## src/rtl/cp0_intc.sv

```systemverilog
// Coprocessor-0 register file and interrupt entry/return control.
// Holds SR/Cause/EPC/PRId and raises IntReq from the live device IRQ lines.
module cp0_intc #(
    parameter logic [31:0] PRID_VAL = 32'h4C59_0001
) (
    input  logic        clk,
    input  logic        rst,
    input  logic [4:0]  A1,
    input  logic [31:0] DIn,
    input  logic        we,
    input  logic [29:0] PC,
    input  logic        EXLSet,
    input  logic        EXLClr,
    input  logic [5:0]  HWInt,
    output logic        IntReq,
    output logic [29:0] EPC,
    output logic [31:0] DOut
);

    localparam logic [4:0] REG_SR    = 5'd12;
    localparam logic [4:0] REG_CAUSE = 5'd13;
    localparam logic [4:0] REG_EPC   = 5'd14;
    localparam logic [4:0] REG_PRID  = 5'd15;

    // EXL is the state bit itself: HANDLER means an exception is being serviced.
    typedef enum logic {
        NORMAL  = 1'b0,
        HANDLER = 1'b1
    } state_t;

    state_t      state, state_nxt;
    logic [5:0]  im, im_nxt;
    logic        ie, ie_nxt;
    logic [29:0] epc_q, epc_nxt;
    logic [5:0]  ip_q;
    logic        exl;
    logic        sr_we;
    logic        epc_we;

    assign exl    = (state == HANDLER);
    assign sr_we  = we && (A1 == REG_SR);
    assign epc_we = we && (A1 == REG_EPC);

    // Level-sensitive on the live lines: no pending latch, zero latency.
    assign IntReq = (|(HWInt & im)) & ie & ~exl;
    assign EPC    = epc_q;

    always_comb begin
        state_nxt = state;
        im_nxt    = im;
        ie_nxt    = ie;
        epc_nxt   = epc_q;
        if (IntReq) begin
            // The interrupted instruction is flushed, so its mtc0 must not land.
            state_nxt = HANDLER;
            epc_nxt   = PC;
        end else begin
            if (sr_we) begin
                im_nxt = DIn[15:10];
                ie_nxt = DIn[0];
            end
            if (epc_we)
                epc_nxt = DIn[31:2];
            if (EXLSet)
                state_nxt = HANDLER;
            else if (EXLClr)
                state_nxt = NORMAL;
            else if (sr_we)
                state_nxt = DIn[1] ? HANDLER : NORMAL;
        end
    end

    always_ff @(posedge clk or posedge rst) begin
        if (rst) begin
            state <= NORMAL;
            im    <= '0;
            ie    <= 1'b0;
            epc_q <= '0;
        end else begin
            state <= state_nxt;
            im    <= im_nxt;
            ie    <= ie_nxt;
            epc_q <= epc_nxt;
        end
    end

    always_ff @(posedge clk or posedge rst) begin
        if (rst)
            ip_q <= '0;
        else
            ip_q <= HWInt;
    end

    always_comb begin
        DOut = '0;
        case (A1)
            REG_SR:    DOut = {16'b0, im, 8'b0, exl, ie};
            REG_CAUSE: DOut = {16'b0, ip_q, 10'b0};
            REG_EPC:   DOut = {epc_q, 2'b00};
            REG_PRID:  DOut = PRID_VAL;
            default:   DOut = '0;
        endcase
    end

endmodule

```

## config.mk

```make
export PLATFORM = sky130hd
export DESIGN_NAME = cp0_intc
export DESIGN_NICKNAME = d
export VERILOG_FILES = /design/src/rtl/cp0_intc.sv
export SDC_FILE = /design/constraint.sdc
export NUM_CORES = 1
export LEC_CHECK = 0
export BUFFER_PORTS_ARGS = -buffer_cell sky130_fd_sc_hd__buf_2
export CAP_MARGIN = 10
export CORE_AREA = 5 5 58 111
export CTS_BUF_LIST = sky130_fd_sc_hd__clkbuf_4 sky130_fd_sc_hd__clkbuf_8 sky130_fd_sc_hd__clkbuf_16
export DETAILED_ROUTE_END_ITERATION = 8
export DIE_AREA = 0 0 63 116
export PLACE_DENSITY = 0.88
export SLEW_MARGIN = 15
export SYNTH_ARGS = -nofsm -noshare
export SYNTH_HDL_FRONTEND = slang
export SYNTH_SLANG_ARGS = --single-unit
```

## constraint.sdc

```tcl
create_clock -name clk -period 2.4 [get_ports clk]
set_clock_uncertainty 0.2 [all_clocks]
set_input_delay 0.24 -clock clk [delete_from_list [all_inputs] [get_ports clk]]
set_output_delay 0.24 -clock clk [all_outputs]
set_load 0.02 [all_outputs]
```

==> flow_results.xml, run 1 <==
<?xml version="1.0" encoding="UTF-8"?>
<metrics>
  <group name="layout">
    <metric name="layout.cells.most_common_list" unit="">sky130_fd_sc_hd__buf_2 (140), sky130_fd_sc_hd__dfrtp_1 (44), sky130_fd_sc_hd__dlygate4sd3_1 (44), sky130_fd_sc_hd__mux2i_1 (37), sky130_fd_sc_hd__nand2_1 (33)</metric>
    <metric name="regArea" unit="um^2">1100</metric>
    <metric name="nFillCells" unit="">426</metric>
    <metric name="antenna_cells_inserted" unit="">0</metric>
    <metric name="layout-area-overhead-vs-synth" unit="%">56.1</metric>
    <metric name="final_common_cell" unit="">sky130_fd_sc_hd__buf_2</metric>
    <metric name="layout-drive-gt1-share" unit="">0.393</metric>
    <metric name="multi_input_area" unit="um^2">1070</metric>
    <metric name="finish.net_count" unit="">495</metric>
  </group>
  <group name="routing">
    <metric name="postRouteAntennaNets" unit="">0</metric>
    <metric name="route.vias.total" unit="">2403</metric>
    <metric name="route.detailed.drc" unit="">0</metric>
    <metric name="post_drt_via_cell_ratio" unit="">5.04</metric>
    <metric name="wl_final" unit="um">7930</metric>
    <metric name="drt_iter0_drc" unit="">145</metric>
    <metric name="routedWlPerCell" unit="um">16.6</metric>
    <metric name="drt_pass1_iterations" unit="">4</metric>
  </group>
  <group name="timing">
    <metric name="fmaxAchievable" unit="MHz">436</metric>
    <metric name="final_period_minus_worst_setup_slack" unit="ns">2.29</metric>
    <metric name="timing.max_slew.rel_slack" unit="">0.388</metric>
    <metric name="worst_hold_margin" unit="ns">0.0156</metric>
    <metric name="setup_violations" unit="">0</metric>
    <metric name="worst_margin_slew" unit="ns">0.916</metric>
    <metric name="grt_setup_unrepaired" unit="">no</metric>
    <metric name="hold_viol_final" unit="">0</metric>
    <metric name="finalSetupTns" unit="ns">0</metric>
    <metric name="final_max_slew_viol_count" unit="">0</metric>
    <metric name="fin_crit_sh" unit="">0.956</metric>
  </group>
  <group name="global_route">
    <metric name="grt.met3_usage" unit="">0.0689</metric>
    <metric name="grt.busiest_layer" unit="">met2</metric>
    <metric name="overflow" unit="">0</metric>
    <metric name="grt_max_degree" unit="">45</metric>
    <metric name="globalRouteTotalUtil" unit="">0.218</metric>
    <metric name="grt_pass1_vias" unit="">2599</metric>
    <metric name="grt.met1_usage" unit="">0.223</metric>
    <metric name="grt_antenna_before_repair" unit="">0</metric>
    <metric name="met2_usage" unit="">0.389</metric>
    <metric name="first_pass_grt_wire_length" unit="um">12500</metric>
  </group>
  <group name="logic_synthesis">
    <metric name="synth-warning-count" unit="">0</metric>
    <metric name="post_synth_main_area_contributors" unit="">sky130_fd_sc_hd__dfrtp_1 (48%), sky130_fd_sc_hd__mux2i_1 (16%), sky130_fd_sc_hd__o21ai_0 (6.8%)</metric>
    <metric name="syn_inst" unit="">236</metric>
    <metric name="synth_top_area_share" unit="">0.484</metric>
    <metric name="synthesis.nets" unit="">314</metric>
    <metric name="synth-seq-area-share" unit="">0.484</metric>
    <metric name="mappedNetlistArea" unit="um^2">2280</metric>
    <metric name="syn_avg_cell_area" unit="um^2">9.65</metric>
    <metric name="synth-seq-cells" unit="">44</metric>
    <metric name="synth_top_cell_by_area" unit="">sky130_fd_sc_hd__dfrtp_1</metric>
    <metric name="library_cells_used_by_synthesis" unit="">22</metric>
  </group>
  <group name="flow_run">
    <metric name="max-cap-violations" unit="">0</metric>
  </group>
  <group name="die">
    <metric name="die-area" unit="um^2">7310</metric>
    <metric name="core.rowCount" unit="">38</metric>
    <metric name="floorplan.core_area" unit="um^2">5470</metric>
    <metric name="die_height" unit="um">116</metric>
    <metric name="ios" unit="">141</metric>
    <metric name="dieWidth" unit="um">63</metric>
    <metric name="start_util" unit="">0.416</metric>
  </group>
  <group name="min_path">
    <metric name="hp-class" unit="">in2reg</metric>
  </group>
  <group name="outcome">
    <metric name="run_status" unit="">complete, no violations</metric>
  </group>
  <group name="clock_network">
    <metric name="latest_clock_arrival_within_the_worst_skew_pair" unit="ns">0.30</metric>
    <metric name="cts_tree" unit="">built</metric>
    <metric name="cts_max_path_buffers" unit="">2</metric>
    <metric name="post_cts.repair.setup_buffers" unit="">0</metric>
    <metric name="clock_sink_count" unit="">44</metric>
    <metric name="clk_pin_slew" unit="ns">0.08</metric>
    <metric name="cts_root_buffer" unit="">sky130_fd_sc_hd__clkbuf_8</metric>
    <metric name="cts_buffers" unit="">5</metric>
    <metric name="h-tree-depth" unit="">2</metric>
  </group>
  <group name="setup_path">
    <metric name="cp-end-kind" unit="">output pin</metric>
    <metric name="cp.required" unit="ns">1.96</metric>
    <metric name="critical-path-max-stage-delay" unit="ns">0.53</metric>
    <metric name="crit_path_start_kind" unit="">input port</metric>
    <metric name="crit_path_frequent_cell" unit="">sky130_fd_sc_hd__buf_2</metric>
    <metric name="critical_path.max_fanout" unit="">38</metric>
    <metric name="timing.setup.critical_path_class" unit="">in2out</metric>
    <metric name="cp.arrival" unit="ns">1.85</metric>
    <metric name="crit_path_cell_trace" unit="">dlygate4sd3_1 &gt; buf_2 &gt; a22oi_1 &gt; a311oi_4 &gt; buf_6 &gt; buf_2</metric>
    <metric name="worst_path_max_delay_cell" unit="">sky130_fd_sc_hd__dlygate4sd3_1</metric>
    <metric name="timing.critical_path.buf_inv" unit="">4</metric>
    <metric name="kind_of_cell_adding_the_most_delay_to_the_critical_path" unit="">buffers and inverters</metric>
  </group>
  <group name="placed_design">
    <metric name="place.port_buffers" unit="">140</metric>
    <metric name="gpl.final_weighted_congestion" unit="">0.821</metric>
    <metric name="detailed_place_hpwl" unit="um">5380</metric>
  </group>
  <group name="power">
    <metric name="power.static_leakage" unit="nW">1.84</metric>
    <metric name="power.density" unit="nW/um^2">821</metric>
    <metric name="power.ir.vdd_worst" unit="mV">0.668</metric>
  </group>
</metrics>
[worst reg2reg max path, delay by kind of cell, from the launching register on]
| family | cells | cell delay (ns) |
|---|---|---|
| AOI/OAI and AO/OA | 2 | 0.53 |
| DFF | 1 | 0.41 |
| muxes | 1 | 0.39 |
| and+or+nand+nor | 1 | 0.33 |
[stage by stage]
stage | cell area, um^2 | instances | setup slack (ns) | power [mW] | utilization
6_report | 3550 | 477 | 0.106 | 2.92 | 0.650
5_1_grt | 3550 | 477 | 0.0279 | 3.12 | 0.650
4_1_cts | 3550 | 477 | 0.0368 | 2.92 | 0.649
3_5_place_dp | 3010 | 426 | 0.473 | 2.37 | 0.551
3_3_place_gp | 3010 | 426 | 0.538 | 2.31 | 0.551
2_1_floorplan | 2280 | 236 | 0.636 | 1.90 | -
[sequential cells by signal (all words and copies together) (netlist names)]
name	cells
ie	1
exl	1
im	6
EPC	30
ip_q	6
[routing by layer]
metal | vias to the layer above | part of all wire
li1 | 1171 | -
met1 | 1088 | 0.34
met2 | 112 | 0.55
met3 | 32 | 0.075
met4 | 0 | 0.036
met5 | - | 0
[cells by family after synthesis]
family / Yosys count / synth area share
AO/OA/AOI/OAI: 43 / 0.109
flip-flops: 44 / 0.484
buffers and inverters: 20 / 0.0456
AND/OR/NAND/NOR: 86 / 0.170
multiplexers: 43 / 0.192
[report_power, final]
group | switching [mW] | internal [mW]
Clock | 0.246 | 0.256
Combinational | 0.734 | 0.472
Sequential | 0.197 | 1.01
[Yosys cell counts (all sizes together)]
| cell | number |
|---|---|
| and3 | 19 |
| buf | 7 |
| dfrtp | 44 |
| a211o | 1 |
| mux2 | 6 |
| nand2 | 33 |
| a311oi | 1 |
| and3b | 1 |
| clkbuf | 10 |
| nor2 | 30 |
| and2b | 1 |
| a21oi | 7 |
| inv | 3 |
| mux2i | 37 |
| nand3b | 1 |
| a22oi | 3 |
| nand3 | 1 |
| o21ai | 31 |
[repair_timing]
item	in CTS	in global routing
hold buffers	44	0
hold endpoints to repair	86	0
setup endpoints to repair	0	1
resized for setup	0	1
[cell type report]
class,instances,share of cell area
timing repair buffer,191,0.337
sequential,44,0.310
multi-input combinational,172,0.302
clock buffer,7,0.0271
tap,60,0.0211
inverter,3,0.00317
[worst paths after layout]
| kind | start | endpoint | slack, ns | cells past startpoint |
|---|---|---|---|---|
| max | HWInt[5] | IntReq | 0.11 | 6 |
| min | DIn[12] | im[2]$_DFFE_PP0P_ | 0.02 | 2 |
| max reg2reg | im[2]$_DFFE_PP0P_ | im[2]$_DFFE_PP0P_ | 0.43 | 4 |
| min reg2reg | ie$_DFFE_PP0P_ | ie$_DFFE_PP0P_ | 0.35 | 1 |
| max in group asynchronous | rst | EPC[23]$_DFFE_PP0P_ | 0.90 | 3 |
| min in group asynchronous | rst | EPC[14]$_DFFE_PP0P_ | 0.53 | 3 |
Power figures use the tool's default switching activity.
==> inputs of run 2 (changes only) <==
--- a/config.mk
+++ b/config.mk
@@ -7,10 +7,10 @@
 export LEC_CHECK = 0
 export BUFFER_PORTS_ARGS = -buffer_cell sky130_fd_sc_hd__buf_2
 export CAP_MARGIN = 10
-export CORE_AREA = 5 5 58 111
+export CORE_AREA = 5 5 66 98
 export CTS_BUF_LIST = sky130_fd_sc_hd__clkbuf_4 sky130_fd_sc_hd__clkbuf_8 sky130_fd_sc_hd__clkbuf_16
 export DETAILED_ROUTE_END_ITERATION = 8
-export DIE_AREA = 0 0 63 116
+export DIE_AREA = 0 0 71 103
 export PLACE_DENSITY = 0.88
 export SLEW_MARGIN = 15
 export SYNTH_ARGS = -nofsm -noshare
==> run 2 against run 1 <==
  * Setup slack got worse by 0.010 ns
  * Design area about the same
  * Sequential share of layout area barely moved
  * Largest power group unchanged
==> flow_results.xml, run 2 (same netlist as run 1, synthesis figures left out) <==
<?xml version="1.0" encoding="UTF-8"?>
<metrics>
  <group name="outcome">
    <metric name="run_status" unit="">complete, no violations</metric>
  </group>
  <group name="layout">
    <metric name="layout-drive-gt1-share" unit="">0.399</metric>
    <metric name="layout.cells.most_common_list" unit="">sky130_fd_sc_hd__buf_2 (140), sky130_fd_sc_hd__dfrtp_1 (44), sky130_fd_sc_hd__dlygate4sd3_1 (42), sky130_fd_sc_hd__mux2i_1 (37), sky130_fd_sc_hd__nand2_1 (33)</metric>
    <metric name="largest_register_ff_count" unit="">30</metric>
    <metric name="multi_input_area" unit="um^2">1080</metric>
    <metric name="regArea" unit="um^2">1100</metric>
    <metric name="finalNonFillerCells" unit="">488</metric>
    <metric name="final_common_cell" unit="">sky130_fd_sc_hd__buf_2</metric>
    <metric name="finish.net_count" unit="">493</metric>
    <metric name="layout-area-overhead-vs-synth" unit="%">56.2</metric>
    <metric name="antenna_cells_inserted" unit="">0</metric>
    <metric name="nFillCells" unit="">483</metric>
  </group>
  <group name="routing">
    <metric name="drt_iter0_drc" unit="">86</metric>
    <metric name="routedWlPerCell" unit="um">15.9</metric>
    <metric name="route.vias.total" unit="">2428</metric>
    <metric name="drt_pass1_iterations" unit="">4</metric>
    <metric name="route.detailed.drc" unit="">0</metric>
    <metric name="wl_final" unit="um">7760</metric>
    <metric name="postRouteAntennaNets" unit="">0</metric>
    <metric name="post_drt_via_cell_ratio" unit="">4.98</metric>
  </group>
  <group name="timing">
    <metric name="hold_viol_final" unit="">0</metric>
    <metric name="worst_margin_slew" unit="ns">0.921</metric>
    <metric name="final_period_minus_worst_setup_slack" unit="ns">2.30</metric>
    <metric name="timing.max_slew.rel_slack" unit="">0.385</metric>
    <metric name="fin_crit_sh" unit="">0.960</metric>
    <metric name="setup_violations" unit="">0</metric>
    <metric name="finalSetupTns" unit="ns">0</metric>
    <metric name="fmaxAchievable" unit="MHz">434</metric>
    <metric name="grt_setup_unrepaired" unit="">no</metric>
    <metric name="final_max_slew_viol_count" unit="">0</metric>
    <metric name="worst_slack" unit="ns">0.0959</metric>
  </group>
  <group name="die">
    <metric name="ios" unit="">141</metric>
    <metric name="start_util" unit="">0.406</metric>
    <metric name="die_height" unit="um">103</metric>
    <metric name="core.rowCount" unit="">34</metric>
    <metric name="floorplan.core_area" unit="um^2">5620</metric>
    <metric name="dieWidth" unit="um">71</metric>
    <metric name="die-area" unit="um^2">7310</metric>
  </group>
  <group name="global_route">
    <metric name="overflow" unit="">0</metric>
    <metric name="globalRouteTotalUtil" unit="">0.213</metric>
    <metric name="first_pass_grt_wire_length" unit="um">12100</metric>
    <metric name="grt_antenna_before_repair" unit="">0</metric>
    <metric name="grt_max_degree" unit="">45</metric>
    <metric name="grt_pass1_vias" unit="">2593</metric>
  </group>
  <group name="clock_network">
    <metric name="latest_clock_arrival_within_the_worst_skew_pair" unit="ns">0.28</metric>
    <metric name="cts_buffers" unit="">5</metric>
    <metric name="h-tree-depth" unit="">2</metric>
    <metric name="cts_root_buffer" unit="">sky130_fd_sc_hd__clkbuf_8</metric>
    <metric name="cts_tree" unit="">built</metric>
    <metric name="clk_pin_slew" unit="ns">0.07</metric>
    <metric name="cts_max_path_buffers" unit="">2</metric>
    <metric name="clock_sink_count" unit="">44</metric>
    <metric name="post_cts.repair.setup_buffers" unit="">0</metric>
  </group>
  <group name="min_path">
    <metric name="hp-class" unit="">in2reg</metric>
    <metric name="worstHoldStart" unit="">DIn[12]</metric>
    <metric name="timing.hold.worst_endpoint" unit="">im[2]$_DFFE_PP0P_</metric>
    <metric name="whs_path_depth" unit="">2</metric>
  </group>
  <group name="setup_path">
    <metric name="ff2ff_path_depth" unit="">6</metric>
    <metric name="cp-end-kind" unit="">register</metric>
    <metric name="worst-r2r-setup-slack" unit="ns">0.30</metric>
    <metric name="cp-startpoint" unit="">HWInt[0]</metric>
    <metric name="worstReg2RegEnd" unit="">exl$_DFFE_PP0P_</metric>
    <metric name="cp.required" unit="ns">2.37</metric>
    <metric name="crit_path_start_kind" unit="">input port</metric>
    <metric name="critical_path.reg2reg.startpoint" unit="">im[0]$_DFFE_PP0P_</metric>
    <metric name="critical_path.max_fanout" unit="">24</metric>
    <metric name="timing.setup.critical_path_class" unit="">in2reg</metric>
    <metric name="cp.arrival" unit="ns">2.28</metric>
  </group>
  <group name="placed_design">
    <metric name="place_ws" unit="ns">0.504</metric>
    <metric name="place.port_buffers" unit="">140</metric>
    <metric name="post-place-cells" unit="">438</metric>
    <metric name="gpl.final_weighted_congestion" unit="">0.734</metric>
    <metric name="detailed_place_hpwl" unit="um">5350</metric>
  </group>
  <group name="flow_run">
    <metric name="max-cap-violations" unit="">0</metric>
  </group>
  <group name="power">
    <metric name="power.static_leakage" unit="nW">1.84</metric>
    <metric name="power.ir.vdd_worst" unit="mV">0.425</metric>
    <metric name="power.density" unit="nW/um^2">820</metric>
  </group>
</metrics>
-- run 2: cell types whose count changed in the layout (fill, tap and decap cells not counted), sizes merged --
cell         previous run  this run
clkbuf                  7         8
dlygate4sd3            44        42
-- run 2: power breakdown --
part	switching (mW)	total, mW	internal [mW]
Sequential	0.203	1.22	1.01
Combinational	0.731	1.20	0.473
Clock	0.236	0.494	0.258
-- run 2: layout make-up --
type,count,area share
Timing Repair Buffer,189,0.331
Sequential cell,44,0.310
Multi-Input combinational cell,172,0.303
Clock buffer,8,0.0274
Tap cell,72,0.0253
Inverter,3,0.00317
-- run 2: worst max path at each step --
stage | to | slack, ns | cells after the start
CTS | exl$_DFFE_PP0P_ | 0.06 | 8
floorplan | EPC[0]$_DFFE_PP0P_ | 0.64 | 5
global placement | im[3]$_DFFE_PP0P_ | 0.53 | 4
global route | exl$_DFFE_PP0P_ | 0.04 | 8
detailed placement | im[4]$_DFFE_PP0P_ | 0.50 | 5
finish | exl$_DFFE_PP0P_ | 0.1 | 8
-- run 2: repair_timing --
item,in CTS,in global routing
setup endpoints to repair,0,1
resized for setup,0,2
hold endpoints to repair,84,0
hold buffers,42,0
-- run 2: worst max-delay path, cell delays in order --
cell                            delay [ns]
sky130_fd_sc_hd__dlygate4sd3_1        0.54
sky130_fd_sc_hd__buf_2                0.13
sky130_fd_sc_hd__a22oi_1              0.30
sky130_fd_sc_hd__a311oi_4             0.17
sky130_fd_sc_hd__buf_6                0.19
sky130_fd_sc_hd__nor2_1               0.08
sky130_fd_sc_hd__o21ai_0              0.07
sky130_fd_sc_hd__dlygate4sd3_1        0.55
-- run 2: routing by layer --
metal,wire length [um],track usage,up-vias
met1,2750,0.220,1134
met2,4260,0.403,106
met5,0,0,-
met4,242,0.106,0
li1,-,-,1167
met3,504,0.0429,21
-- run 2: metrics by stage --
step	cell area, um^2	hold slack [ns]	utilization	power, mW
6_report	3560	0.0223	0.633	2.91
3_5_place_dp	3030	0.166	0.539	2.37
3_3_place_gp	3030	0.167	0.539	2.32
5_1_grt	3560	0.0131	0.633	3.12
2_1_floorplan	2280	0.0714	-	1.90
4_1_cts	3550	0.00684	0.632	2.92
==> inputs of run 3 (changes only) <==
==> constraint.sdc (replaced) <==
create_clock -name clk -period 2.4 [get_ports clk]
set_clock_uncertainty 0.2 [all_clocks]
set_input_delay 0.48 -clock clk [delete_from_list [all_inputs] [get_ports clk]]
set_output_delay 0.48 -clock clk [all_outputs]
set_load 0.02 [all_outputs]
==> run 3 against run 2 <==
  * Critical endpoint is now DOut[1]
  * Via count shrank 7.2%
  * Fmax grew 6.5%
  * Largest cell class is now flip-flops and latches
  * Clock power is essentially flat
  * Core utilization shrank 6.5 points
  * Register-to-register slack gained 0.20 ns
  * The flow now finishes with violations (negative hold slack)
==> flow_results.xml, run 3 (same netlist as run 1, synthesis figures left out) <==
<?xml version="1.0" encoding="UTF-8"?>
<metrics>
  <group name="outcome">
    <metric name="run_status" unit="">finished, violations left</metric>
    <metric name="failed_checks" unit="">negative hold slack</metric>
  </group>
  <group name="timing">
    <metric name="setup_violations" unit="">0</metric>
    <metric name="fin_crit_sh" unit="">0.902</metric>
    <metric name="worst_hold_margin" unit="ns">-0.00211</metric>
    <metric name="fmaxAchievable" unit="MHz">462</metric>
    <metric name="timing.max_slew.rel_slack" unit="">0.771</metric>
    <metric name="hold_viol_final" unit="">2</metric>
    <metric name="final_period_minus_worst_setup_slack" unit="ns">2.16</metric>
    <metric name="worst_slack" unit="ns">0.236</metric>
    <metric name="grt_setup_unrepaired" unit="">no</metric>
    <metric name="worst_margin_slew" unit="ns">0.342</metric>
    <metric name="final_max_slew_viol_count" unit="">0</metric>
    <metric name="finalSetupTns" unit="ns">0</metric>
  </group>
  <group name="placed_design">
    <metric name="detailed_place_hpwl" unit="um">5550</metric>
    <metric name="gpl.final_weighted_congestion" unit="">0.763</metric>
    <metric name="placedInstanceArea" unit="um^2">3090</metric>
    <metric name="place_ws" unit="ns">0.227</metric>
    <metric name="place.port_buffers" unit="">140</metric>
  </group>
  <group name="clock_network">
    <metric name="clk_pin_slew" unit="ns">0.09</metric>
    <metric name="h-tree-depth" unit="">2</metric>
    <metric name="cts_buffers" unit="">5</metric>
    <metric name="latest_clock_arrival_within_the_worst_skew_pair" unit="ns">0.30</metric>
    <metric name="hold_buf_count_cts" unit="">0</metric>
    <metric name="cts_tree" unit="">built</metric>
    <metric name="cts_max_path_buffers" unit="">2</metric>
    <metric name="cts_resized" unit="">0</metric>
    <metric name="cts_root_buffer" unit="">sky130_fd_sc_hd__clkbuf_8</metric>
    <metric name="post_cts.repair.setup_buffers" unit="">0</metric>
    <metric name="clock_sink_count" unit="">44</metric>
  </group>
  <group name="routing">
    <metric name="postRouteAntennaNets" unit="">0</metric>
    <metric name="drt_iter0_drc" unit="">97</metric>
    <metric name="routedWlPerCell" unit="um">15.4</metric>
    <metric name="post_drt_via_cell_ratio" unit="">5.00</metric>
    <metric name="wl_final" unit="um">6940</metric>
    <metric name="drt_pass1_iterations" unit="">4</metric>
    <metric name="route.vias.total" unit="">2253</metric>
    <metric name="route.detailed.drc" unit="">0</metric>
  </group>
  <group name="global_route">
    <metric name="overflow" unit="">0</metric>
    <metric name="first_pass_grt_wire_length" unit="um">10700</metric>
    <metric name="globalRouteTotalUtil" unit="">0.188</metric>
    <metric name="grt_pass1_vias" unit="">2205</metric>
    <metric name="grt_antenna_before_repair" unit="">0</metric>
    <metric name="grt_max_degree" unit="">45</metric>
  </group>
  <group name="power">
    <metric name="finalPower" unit="mW">2.84</metric>
    <metric name="power.density" unit="nW/um^2">891</metric>
    <metric name="power.static_leakage" unit="nW">1.69</metric>
    <metric name="power.ir.vdd_worst" unit="mV">0.450</metric>
  </group>
  <group name="setup_path">
    <metric name="critical_path.reg2reg.startpoint" unit="">im[0]$_DFFE_PP0P_</metric>
    <metric name="worst-r2r-setup-slack" unit="ns">0.50</metric>
    <metric name="worstReg2RegEnd" unit="">im[3]$_DFFE_PP0P_</metric>
    <metric name="critical_path.max_fanout" unit="">16</metric>
    <metric name="cp.required" unit="ns">1.72</metric>
    <metric name="timing.setup.critical_path_class" unit="">in2out</metric>
    <metric name="cp.arrival" unit="ns">1.48</metric>
    <metric name="crit_path_start_kind" unit="">input port</metric>
    <metric name="cp-end-kind" unit="">output pin</metric>
    <metric name="ff2ff_path_depth" unit="">4</metric>
  </group>
  <group name="layout">
    <metric name="layout-area-overhead-vs-synth" unit="%">40.1</metric>
    <metric name="layout.cells.most_common_list" unit="">sky130_fd_sc_hd__buf_2 (140), sky130_fd_sc_hd__dfrtp_1 (44), sky130_fd_sc_hd__mux2i_1 (37), sky130_fd_sc_hd__nand2_1 (33), sky130_fd_sc_hd__o21ai_0 (31)</metric>
    <metric name="layout-drive-gt1-share" unit="">0.449</metric>
    <metric name="fin_area" unit="um^2">3190</metric>
    <metric name="nFillCells" unit="">541</metric>
    <metric name="final_common_cell" unit="">sky130_fd_sc_hd__buf_2</metric>
    <metric name="finish.net_count" unit="">456</metric>
    <metric name="antenna_cells_inserted" unit="">0</metric>
    <metric name="largest_register_ff_count" unit="">30</metric>
  </group>
  <group name="min_path">
    <metric name="hp-class" unit="">in2async</metric>
  </group>
  <group name="die">
    <metric name="die_height" unit="um">103</metric>
    <metric name="ios" unit="">141</metric>
    <metric name="die-area" unit="um^2">7310</metric>
    <metric name="dieWidth" unit="um">71</metric>
    <metric name="floorplan.core_area" unit="um^2">5620</metric>
    <metric name="core.rowCount" unit="">34</metric>
    <metric name="start_util" unit="">0.406</metric>
  </group>
  <group name="flow_run">
    <metric name="max-cap-violations" unit="">0</metric>
  </group>
</metrics>
[run 3: layer usage]
layer,vias to the layer above,share of wire,track usage
met5,-,0,0
met4,0,0.012,0.0622
met3,6,0.071,0.0459
met2,81,0.56,0.356
met1,1071,0.36,0.203
li1,1095,-,-
[run 3: area by class of cell]
type	count	area (um^2)	area share
Sequential cell	44	1100	0.345
Multi-Input combinational cell	172	1070	0.337
Timing Repair Buffer	152	816	0.256
Clock inverter	1	7.51	0.00235
Tap cell	72	90.1	0.0282
Inverter	3	11.3	0.00353
Clock buffer	7	90.1	0.0282
[run 3: how the worst max path moves through the flow]
stage / to / slack, ns / startpoint
4_1_cts: DOut[1] / 0.23 / A1[4]
2_1_floorplan: DOut[10] / 0.21 / A1[0]
6_report: DOut[1] / 0.24 / A1[4]
5_1_grt: DOut[1] / 0.14 / A1[4]
3_5_place_dp: DOut[1] / 0.23 / A1[4]
3_3_place_gp: DOut[1] / 0.23 / A1[4]
[run 3: report_power, final]
group          internal [mW]  switching [mW]
clock network          0.245           0.251
registers               1.01           0.198
logic                  0.430           0.704
[run 3: worst max-delay path, stage by stage]
cell and delay [ns]:
sky130_fd_sc_hd__buf_2 0.10, sky130_fd_sc_hd__and3b_1 0.31, sky130_fd_sc_hd__buf_4 0.24, sky130_fd_sc_hd__and3_1 0.18, sky130_fd_sc_hd__buf_2 0.17
[run 3: stage by stage]
| stage | cells | util | hold slack [ns] |
|---|---|---|---|
| finish | 451 | 0.568 | -0.00211 |
| global route | 451 | 0.568 | 0.0394 |
| global placement | 443 | 0.551 | 0.306 |
| CTS | 451 | 0.568 | 0.00988 |
| detailed placement | 443 | 0.551 | 0.299 |
| floorplan | 236 | - | 0.281 |
